--- src/rtl/uart_rx_param.sv ---
// Parametrised UART receiver: mid-bit sampling on an oversample tick, optional parity,
// 1 or 2 stop bits, start-glitch rejection and break recovery.
module uart_rx_param #(
    parameter int DATA_BITS  = 8,
    parameter int OVERSAMPLE = 16,
    parameter int PARITY_EN  = 0,
    parameter int PARITY_ODD = 0,
    parameter int STOP_BITS  = 1
) (
    input  logic                 clk,
    input  logic                 reset,
    input  logic                 tick,
    input  logic                 rx,
    output logic [DATA_BITS-1:0] data,
    output logic                 data_valid,
    output logic                 parity_err,
    output logic                 frame_err,
    output logic                 busy
);

    localparam int CW = $clog2(OVERSAMPLE);
    localparam int BW = $clog2(DATA_BITS + 1);
    localparam logic [CW-1:0] CNT_MID   = CW'(OVERSAMPLE / 2 - 1);
    localparam logic [CW-1:0] CNT_END   = CW'(OVERSAMPLE - 1);
    localparam logic [BW-1:0] BIT_LAST  = BW'(DATA_BITS - 1);
    localparam logic          STOP_LAST = (STOP_BITS == 2);
    localparam logic          ODD       = (PARITY_ODD != 0);

    typedef enum logic [2:0] {IDLE, START, DATA, PARITY, STOP, BRK_WAIT} state_t;

    state_t               r_state;
    logic                 r_rx_meta;
    logic                 r_rxs;
    logic [CW-1:0]        r_cnt;
    logic [BW-1:0]        r_bit_idx;
    logic                 r_stop_idx;
    logic [DATA_BITS-1:0] r_shift;
    logic                 r_perr;
    logic                 r_ferr;
    logic                 w_ferr_next;

    assign w_ferr_next = r_ferr | ~r_rxs;
    assign busy        = (r_state != IDLE);

    // Idle-high synchroniser so reset never looks like a start bit
    always_ff @(posedge clk or posedge reset) begin
        if (reset) begin
            r_rx_meta <= 1'b1;
            r_rxs     <= 1'b1;
        end else begin
            r_rx_meta <= rx;
            r_rxs     <= r_rx_meta;
        end
    end

    always_ff @(posedge clk or posedge reset) begin
        if (reset) begin
            r_state    <= IDLE;
            r_cnt      <= '0;
            r_bit_idx  <= '0;
            r_stop_idx <= 1'b0;
            r_shift    <= '0;
            r_perr     <= 1'b0;
            r_ferr     <= 1'b0;
            data       <= '0;
            data_valid <= 1'b0;
            parity_err <= 1'b0;
            frame_err  <= 1'b0;
        end else begin
            data_valid <= 1'b0;
            if (tick) begin
                case (r_state)
                    IDLE: begin
                        if (!r_rxs) begin
                            r_cnt   <= '0;
                            r_state <= START;
                        end
                    end
                    START: begin
                        if (r_cnt == CNT_MID) begin
                            if (r_rxs) begin
                                r_state <= IDLE;
                            end else begin
                                r_cnt      <= '0;
                                r_bit_idx  <= '0;
                                r_stop_idx <= 1'b0;
                                r_perr     <= 1'b0;
                                r_ferr     <= 1'b0;
                                r_state    <= DATA;
                            end
                        end else begin
                            r_cnt <= r_cnt + 1'b1;
                        end
                    end
                    DATA: begin
                        if (r_cnt == CNT_END) begin
                            r_cnt     <= '0;
                            // LSB arrives first, so shifting right leaves it at bit 0
                            r_shift   <= {r_rxs, r_shift[DATA_BITS-1:1]};
                            r_bit_idx <= r_bit_idx + 1'b1;
                            if (r_bit_idx == BIT_LAST)
                                r_state <= (PARITY_EN != 0) ? PARITY : STOP;
                        end else begin
                            r_cnt <= r_cnt + 1'b1;
                        end
                    end
                    PARITY: begin
                        if (r_cnt == CNT_END) begin
                            r_cnt   <= '0;
                            r_perr  <= (((^r_shift) ^ r_rxs) != ODD);
                            r_state <= STOP;
                        end else begin
                            r_cnt <= r_cnt + 1'b1;
                        end
                    end
                    STOP: begin
                        if (r_cnt == CNT_END) begin
                            r_cnt <= '0;
                            if (r_stop_idx == STOP_LAST) begin
                                data       <= r_shift;
                                parity_err <= r_perr;
                                frame_err  <= w_ferr_next;
                                data_valid <= 1'b1;
                                r_state    <= w_ferr_next ? BRK_WAIT : IDLE;
                            end else begin
                                r_stop_idx <= 1'b1;
                                r_ferr     <= w_ferr_next;
                            end
                        end else begin
                            r_cnt <= r_cnt + 1'b1;
                        end
                    end
                    BRK_WAIT: begin
                        if (r_rxs)
                            r_state <= IDLE;
                    end
                    default: r_state <= IDLE;
                endcase
            end
        end
    end

endmodule

--- config.mk ---
export PLATFORM = sky130hd
export DESIGN_NAME = uart_rx_param
export DESIGN_NICKNAME = d
export VERILOG_FILES = /design/src/rtl/uart_rx_param.sv
export SDC_FILE = /design/constraint.sdc
export NUM_CORES = 1
export LEC_CHECK = 0
export ABC_AREA = 1
export CORE_UTILIZATION = 25
export CTS_BUF_LIST = sky130_fd_sc_hd__clkbuf_2 sky130_fd_sc_hd__clkbuf_4 sky130_fd_sc_hd__clkbuf_8
export DETAILED_ROUTE_END_ITERATION = 8
export GPL_ROUTABILITY_DRIVEN = 0
export SETUP_SLACK_MARGIN = 0.2
export SLEW_MARGIN = 25
export SYNTH_ARGS = -nofsm -noshare
export SYNTH_HDL_FRONTEND = slang
export SYNTH_SLANG_ARGS = --single-unit
--- constraint.sdc ---
create_clock -name clk -period 1.8 [get_ports clk]
set_input_delay 0.36 -clock clk [delete_from_list [all_inputs] [get_ports clk]]
set_output_delay 0.36 -clock clk [all_outputs]
set_load 0.02 [all_outputs]
==> results.json, run 1 <==
{
  "wirelength_mm": 3.849,
  "p_sw_uw": 917.5,
  "antenna_found_initial": 0,
  "worstPathCellList": "ha_2 -> nand2_4 -> nor2_4 -> nor2_4 -> nor2_4 -> and3_4 -> nand2_4 -> nand2_1 -> nand2_1",
  "drv_cap": 0,
  "path_common_cell": "nor2_4",
  "numPlacedInstances": 355,
  "required_ps": 1980,
  "critPathLaunchType": "register",
  "rsz0062_at_grt": "yes",
  "cp.arrival_ps": 1760,
  "power.share.switching_pct": 37.86,
  "synth_warnings": 0,
  "fin_skew_ps": 5.207,
  "status": "completed",
  "hpwl_mm": 2.598,
  "antennaDiodeCount": 0,
  "clock_latency_ps": 290,
  "ios": 16,
  "syn-num-nets": 249,
  "clockBufferDepth": 2,
  "fin_nets": 282,
  "power_per_cell_area_nw_per_um2": 1024,
  "grt_pass1_vias": 1381,
  "cts.clk_slew.worst_paths_ps": 70,
  "numCtsBuffers": 5,
  "post_drt_wl_per_cell_um": 10.32,
  "area_growth_pct": 29.59,
  "drtAntennaViolNets": 0,
  "mostFrequentLayoutCells": "nand2_1, dfrtp_1, inv_1, o21ai_1, nand3_1",
  "vdd_drop_max_v": 0.0003126,
  "firstDrtPassIters": 4,
  "dieHeight_um": 87.48,
  "grt_max_degree": 35,
  "start_util_pct": 26.31,
  "layout_commonest_cell": "nand2_1",
  "p_leak_nw": 1.234,
  "grtUsageTotal_pct": 10.15,
  "drt_iter0_drc": 131,
  "pwr-share-clk_pct": 24.9,
  "worst-setup-path-type": "reg -> reg",
  "ys_types": 24,
  "fmaxAchievable_ghz": 0.6336,
  "die_area_um2": 7653,
  "tns_ps": 0,
  "root_buffer": "clkbuf_8",
  "routed-via-count": 1632,
  "slowest_delay_ps": 390,
  "syn_avg_cell_area_um2": 7.517,
  "row_count": 30,
  "setup_viol_count_final": 0,
  "post-route-drc-count": 0,
  "crit_fanout": 4,
  "grt_first_pass_wirelength_mm": 5.920,
  "slew_headroom_pct": 74.78,
  "synth_seq_area_share_pct": 46.71,
  "power_frac_comb_pct": 36.4,
  "crit_slowest_cell": "dfrtp_1",
  "ys_ff_latch": 34,
  "min_path_type": "reg -> reg",
  "slew_viol_final": 0,
  "internal_power_mw": 1.506,
  "drive_gt1_share_pct": 20.58,
  "vias_per_cell": 4.375,
  "cts_tree": "built",
  "tightest_slew_ps": 377.9,
  "finalNonFillerCells": 373,
  "cts_hold_buf": 0,
  "finalHoldViolations": 0,
  "overflow": 0,
  "cts_max_level": 2,
  "fin_crit_sh_pct": 87.68,
  "endpoint_kind": "register",
  "port_buffers": 15,
  "core_um2": 6944,
  "syn_area_um2": 1827,
  "seqPwrFrac_pct": 38.7,
  "clock_sinks": 34,
  "power.total_mw": 2.423,
  "fin_crit_ps": 1578,
  "die_w_um": 87.48,
  "syn-instance-count": 243
}
[routing by layer]
| metal | global-route usage (%) | vias up | part of all wire [%] | wire [µm] |
|---|---|---|---|---|
| li1 | - | 830 | - | - |
| met1 | 12.77 | 765 | 47 | 1812 |
| met2 | 15.55 | 30 | 47 | 1798 |
| met3 | 3.128 | 7 | 4.2 | 161 |
| met4 | 5.365 | 0 | 2.0 | 77 |
| met5 | 0 | - | 0 | 0 |
[kinds of logic (layout without fill, tap and decap cells)]
logic type               Yosys count  in the layout  synth area share (%)
AO/OA/AOI/OAI                     33             33                 9.452
buffers and inverters             35             67                 7.670
adder cells (fa/ha/maj)            2              2                 1.370
flip-flops                        34             34                 46.71
XOR/XNOR                           2              2                0.9591
AND/OR/NAND/NOR                  137            139                 33.84
[final timing paths]
check	from	to	slack [ps]	cells after the start
hold / removal	r_rx_meta$_DFF_PP1_	r_rxs$_DFF_PP1_	360	0
max in group asynchronous	reset	r_rx_meta$_DFF_PP1_	1140	3
min in group asynchronous	reset	frame_err$_DFFE_PP0P_	410	3
setup / recovery	r_cnt[1]$_DFFE_PP0P_	r_state[1]$_DFFE_PP0P_	220	9
hold reg to reg	r_rx_meta$_DFF_PP1_	r_rxs$_DFF_PP1_	360	0
setup reg to reg	r_cnt[1]$_DFFE_PP0P_	r_state[1]$_DFFE_PP0P_	220	9
[cell type report]
type	count	area [µm²]
Clock buffer	7	90.09
Inverter	33	128.9
Fill cell	735	4577
Tap cell	96	120.1
Clock inverter	1	5.005
Sequential cell	34	854.6
Timing Repair Buffer	26	240.2
Multi-Input combinational cell	176	928.4
[cells in the mapped netlist]
master / number / area (µm²)
nor2_4: 3 / 33.78
buf_6: 1 / 11.26
inv_1: 29 / 108.9
nor2_2: 3 / 18.77
ha_1: 2 / 25.02
buf_2: 1 / 5.000
nand3_1: 16 / 80.08
o21ai_2: 2 / 17.52
nand3b_1: 1 / 7.510
o21ai_1: 20 / 100.1
dfrtp_1: 32 / 800.8
nand3_2: 1 / 10.01
nand3_4: 1 / 17.52
and3_4: 1 / 11.26
nand2_2: 4 / 25.02
a21oi_1: 5 / 25.02
nor2_1: 15 / 56.30
inv_2: 4 / 15.01
o21ai_0: 6 / 30.03
xor2_1: 2 / 17.52
dfstp_2: 2 / 52.55
nand4_1: 2 / 12.51
or2_2: 3 / 18.77
nand2_1: 87 / 326.6
[power groups by stage]
stage / clock, mW / sequential [mW] / combinational [mW]
final: 0.603 / 0.939 / 0.881
after global routing: 0.654 / 0.948 / 0.982
after CTS: 0.632 / 0.926 / 0.764
after detailed placement: 0 / 0.938 / 0.760
after global placement: 0 / 0.938 / 0.751
after floorplan: 0 / 0.935 / 0.570
[critical path: cells and delay by family, from the launching register on]
family,cells,cell delay (ps)
and+or+nand+nor,8,860
adders and majority gates,1,210
DFF,1,390
[metrics by stage]
step           hold WS, ps  instance area [µm²]  worst slack [ps]  utilization, %
2_1_floorplan        345.2                 1827             398.5               -
3_3_place_gp         347.0                 2116             179.0           30.47
3_5_place_dp         347.8                 2116             153.0           30.47
4_1_cts              358.7                 2206             179.4           31.77
5_1_grt              366.0                 2367             110.9           34.09
6_report             356.8                 2367             221.8           34.09
[sequential cells by signal, indices dropped and copies added (netlist names), 3 cells and up]
signal / count
r_cnt: 4
r_shift: 8
r_state: 3
data: 8
r_bit_idx: 4
[repair_timing]
item | CTS | global route
pin swaps | 0 | 9
endpoints found under the hold margin | 0 | 0
endpoints found under the setup margin | 13 | 27
setup buffers | 0 | 8
gates resized for setup | 15 | 21
cloned | 0 | 2
Power figures use the tool's default switching activity.
==> inputs of run 2 (changes only) <==
--- a/config.mk
+++ b/config.mk
@@ -10,6 +10,7 @@
 export CTS_BUF_LIST = sky130_fd_sc_hd__clkbuf_2 sky130_fd_sc_hd__clkbuf_4 sky130_fd_sc_hd__clkbuf_8
 export DETAILED_ROUTE_END_ITERATION = 8
 export GPL_ROUTABILITY_DRIVEN = 0
+export MAX_ROUTING_LAYER = met4
 export SETUP_SLACK_MARGIN = 0.2
 export SLEW_MARGIN = 25
 export SYNTH_ARGS = -nofsm -noshare
==> run 2 against run 1 <==
Against the previous run: flip-flop and latch count unchanged; first-iteration DRC count down 31%; count of clock-buffer cells in the layout unchanged; power up 0.77%; clock skew down 0.57 ps; die area unchanged; wire length up 2.4%; worst hold slack about the same; critical endpoint unchanged; highest routed layer unchanged.
==> results.json, run 2 (synthesis results as in run 1) <==
{
  "vias_per_cell": 4.361,
  "worst-setup-path-type": "reg -> reg",
  "largest_registers": "data (8), r_shift (8)",
  "die_area_um2": 7653,
  "clock_latency_ps": 290,
  "min_to": "r_rxs$_DFF_PP1_",
  "post-route-drc-count": 0,
  "power_frac_comb_pct": 36.9,
  "grt_pass1_vias": 1379,
  "dieHeight_um": 87.48,
  "r2r-start": "r_cnt[1]$_DFFE_PP0P_",
  "wirelength_mm": 3.943,
  "cts.clk_slew.worst_paths_ps": 70,
  "fin_skew_ps": 4.636,
  "m1WireLength_mm": 1.805,
  "row_count": 30,
  "reg2reg_slack_ps": 200,
  "cts_tree": "built",
  "drt_iter0_drc": 90,
  "clock_sinks": 34,
  "setup_viol_count_final": 0,
  "port_buffers": 15,
  "antenna_found_initial": 0,
  "critPathLaunchType": "register",
  "post_drt_wl_per_cell_um": 10.54,
  "nFillCells": 733,
  "root_buffer": "clkbuf_8",
  "layout_commonest_cell": "nand2_1",
  "status": "completed",
  "die_w_um": 87.48,
  "finalHoldViolations": 0,
  "wl_met2_mm": 1.891,
  "hp-start": "r_rx_meta$_DFF_PP1_",
  "slew_headroom_pct": 75.14,
  "multi_input_area_um2": 928.4,
  "fin_nets": 283,
  "cts_hold_buf": 0,
  "drv_cap": 0,
  "grtUsageTotal_pct": 10.47,
  "seq_area_um2": 854.6,
  "clockBufferDepth": 2,
  "pwr-share-clk_pct": 24.7,
  "tns_ps": 0,
  "firstDrtPassIters": 4,
  "crit_fanout": 4,
  "p_sw_uw": 927.3,
  "reg2reg_to": "r_state[1]$_DFFE_PP0P_",
  "overflow": 0,
  "routed-via-count": 1631,
  "numCtsBuffers": 5,
  "seqPwrFrac_pct": 38.4,
  "fmaxAchievable_ghz": 0.6232,
  "endpoint_kind": "register",
  "cts_max_level": 2,
  "p_leak_nw": 1.239,
  "start_util_pct": 26.31,
  "vdd_drop_max_v": 0.0003129,
  "ios": 16,
  "routed-wl-met3_um": 167,
  "antennaDiodeCount": 0,
  "final_cell_area_um2": 2375,
  "slew_viol_final": 0,
  "grt_max_degree": 35,
  "drive_gt1_share_pct": 20.86,
  "fin_crit_sh_pct": 89.14,
  "highest_layer": "met4",
  "hpwl_mm": 2.598,
  "area_growth_pct": 30.00,
  "tightest_slew_ps": 372.5,
  "internal_power_mw": 1.514,
  "grt_first_pass_wirelength_mm": 5.920,
  "power.share.switching_pct": 37.98,
  "required_ps": 1980,
  "rsz0062_at_grt": "yes",
  "reg2reg_depth": 9,
  "mostFrequentLayoutCells": "nand2_1, dfrtp_1, inv_1, o21ai_1, nand3_1",
  "holdPathStages": 0,
  "postPlaceCellArea_um2": 2116,
  "drtAntennaViolNets": 0,
  "min_path_type": "reg -> reg",
  "cp.arrival_ps": 1780,
  "power_per_cell_area_nw_per_um2": 1028,
  "fin_crit_ps": 1605,
  "core_um2": 6944
}
[run 2: cell count changes in the layout (fill, tap and decap cells not counted), sizes merged]
cell | previous run | this run
buf | 12 | 13
[run 2: power groups by stage]
stage / Sequential (mW) / Clock (mW) / Combinational (mW)
final: 0.939 / 0.603 / 0.900
after CTS: 0.926 / 0.632 / 0.764
after global placement: 0.938 / 0 / 0.751
after detailed placement: 0.938 / 0 / 0.760
after global routing: 0.947 / 0.654 / 0.998
after floorplan: 0.935 / 0 / 0.570
[run 2: metal layers]
metal,track usage [%],vias up
met5,-,-
met4,5.365,0
met3,3.128,6
met2,15.55,28
met1,12.83,761
li1,-,836
[run 2: worst max-delay path: stages (launching register included)]
cell and delay, ps:
dfrtp_1 390, ha_2 220, nand2_4 80, nor2_4 150, nor2_4 60, nor2_4 180, and3_4 250, nand2_4 60
nand2_1 60, nand2_1 50
[run 2: area by class of cell]
| class | count | area share (%) |
|---|---|---|
| timing repair buffer | 27 | 10.43 |
| sequential | 34 | 35.99 |
| inverter | 33 | 5.427 |
| tap | 96 | 5.058 |
| clock inverter | 1 | 0.2107 |
| multi-input combinational | 176 | 39.09 |
| clock buffer | 7 | 3.793 |
[run 2: worst max path at each step]
stage / from / to / slack, ps / cells after the start
after floorplan: r_cnt[0]$_DFFE_PP0P_ / r_state[0]$_DFFE_PP0P_ / 400 / 9
after global placement: tick / parity_err$_DFFE_PP0P_ / 180 / 7
after detailed placement: tick / r_state[1]$_DFFE_PP0P_ / 150 / 7
after CTS: r_state[1]$_DFFE_PP0P_ / busy / 180 / 3
after global routing: r_cnt[1]$_DFFE_PP0P_ / r_state[1]$_DFFE_PP0P_ / 100 / 9
final: r_cnt[1]$_DFFE_PP0P_ / r_state[1]$_DFFE_PP0P_ / 200 / 9
[run 2: timing repair]
| action | in CTS | in global routing |
|---|---|---|
| gates resized for setup | 15 | 21 |
| cloned | 0 | 2 |
| endpoints found under the setup margin | 13 | 27 |
| buffers inserted | 0 | 9 |
| pin swaps | 0 | 9 |
[run 2: metrics by stage]
step / std cells / utilization (%) / hold slack, ps / setup WS [ps] / power (mW)
6_report: 374 / 34.20 / 356.7 / 195.4 / 2.442
5_1_grt: 374 / 34.20 / 366.0 / 101.0 / 2.599
4_1_cts: 363 / 31.77 / 358.7 / 179.4 / 2.322
3_5_place_dp: 355 / 30.47 / 347.8 / 153.0 / 1.699
3_3_place_gp: 355 / 30.47 / 347.0 / 179.0 / 1.689
2_1_floorplan: 243 / - / 345.2 / 398.5 / 1.505
==> inputs of run 3 (changes only) <==
--- a/config.mk
+++ b/config.mk
@@ -12,7 +12,7 @@
 export GPL_ROUTABILITY_DRIVEN = 0
 export MAX_ROUTING_LAYER = met4
 export SETUP_SLACK_MARGIN = 0.2
-export SLEW_MARGIN = 25
+export SLEW_MARGIN = 20
 export SYNTH_ARGS = -nofsm -noshare
 export SYNTH_HDL_FRONTEND = slang
 export SYNTH_SLANG_ARGS = --single-unit
==> results of run 3 <==
The final DEF is identical to that of run 2; final timing and power are the same.
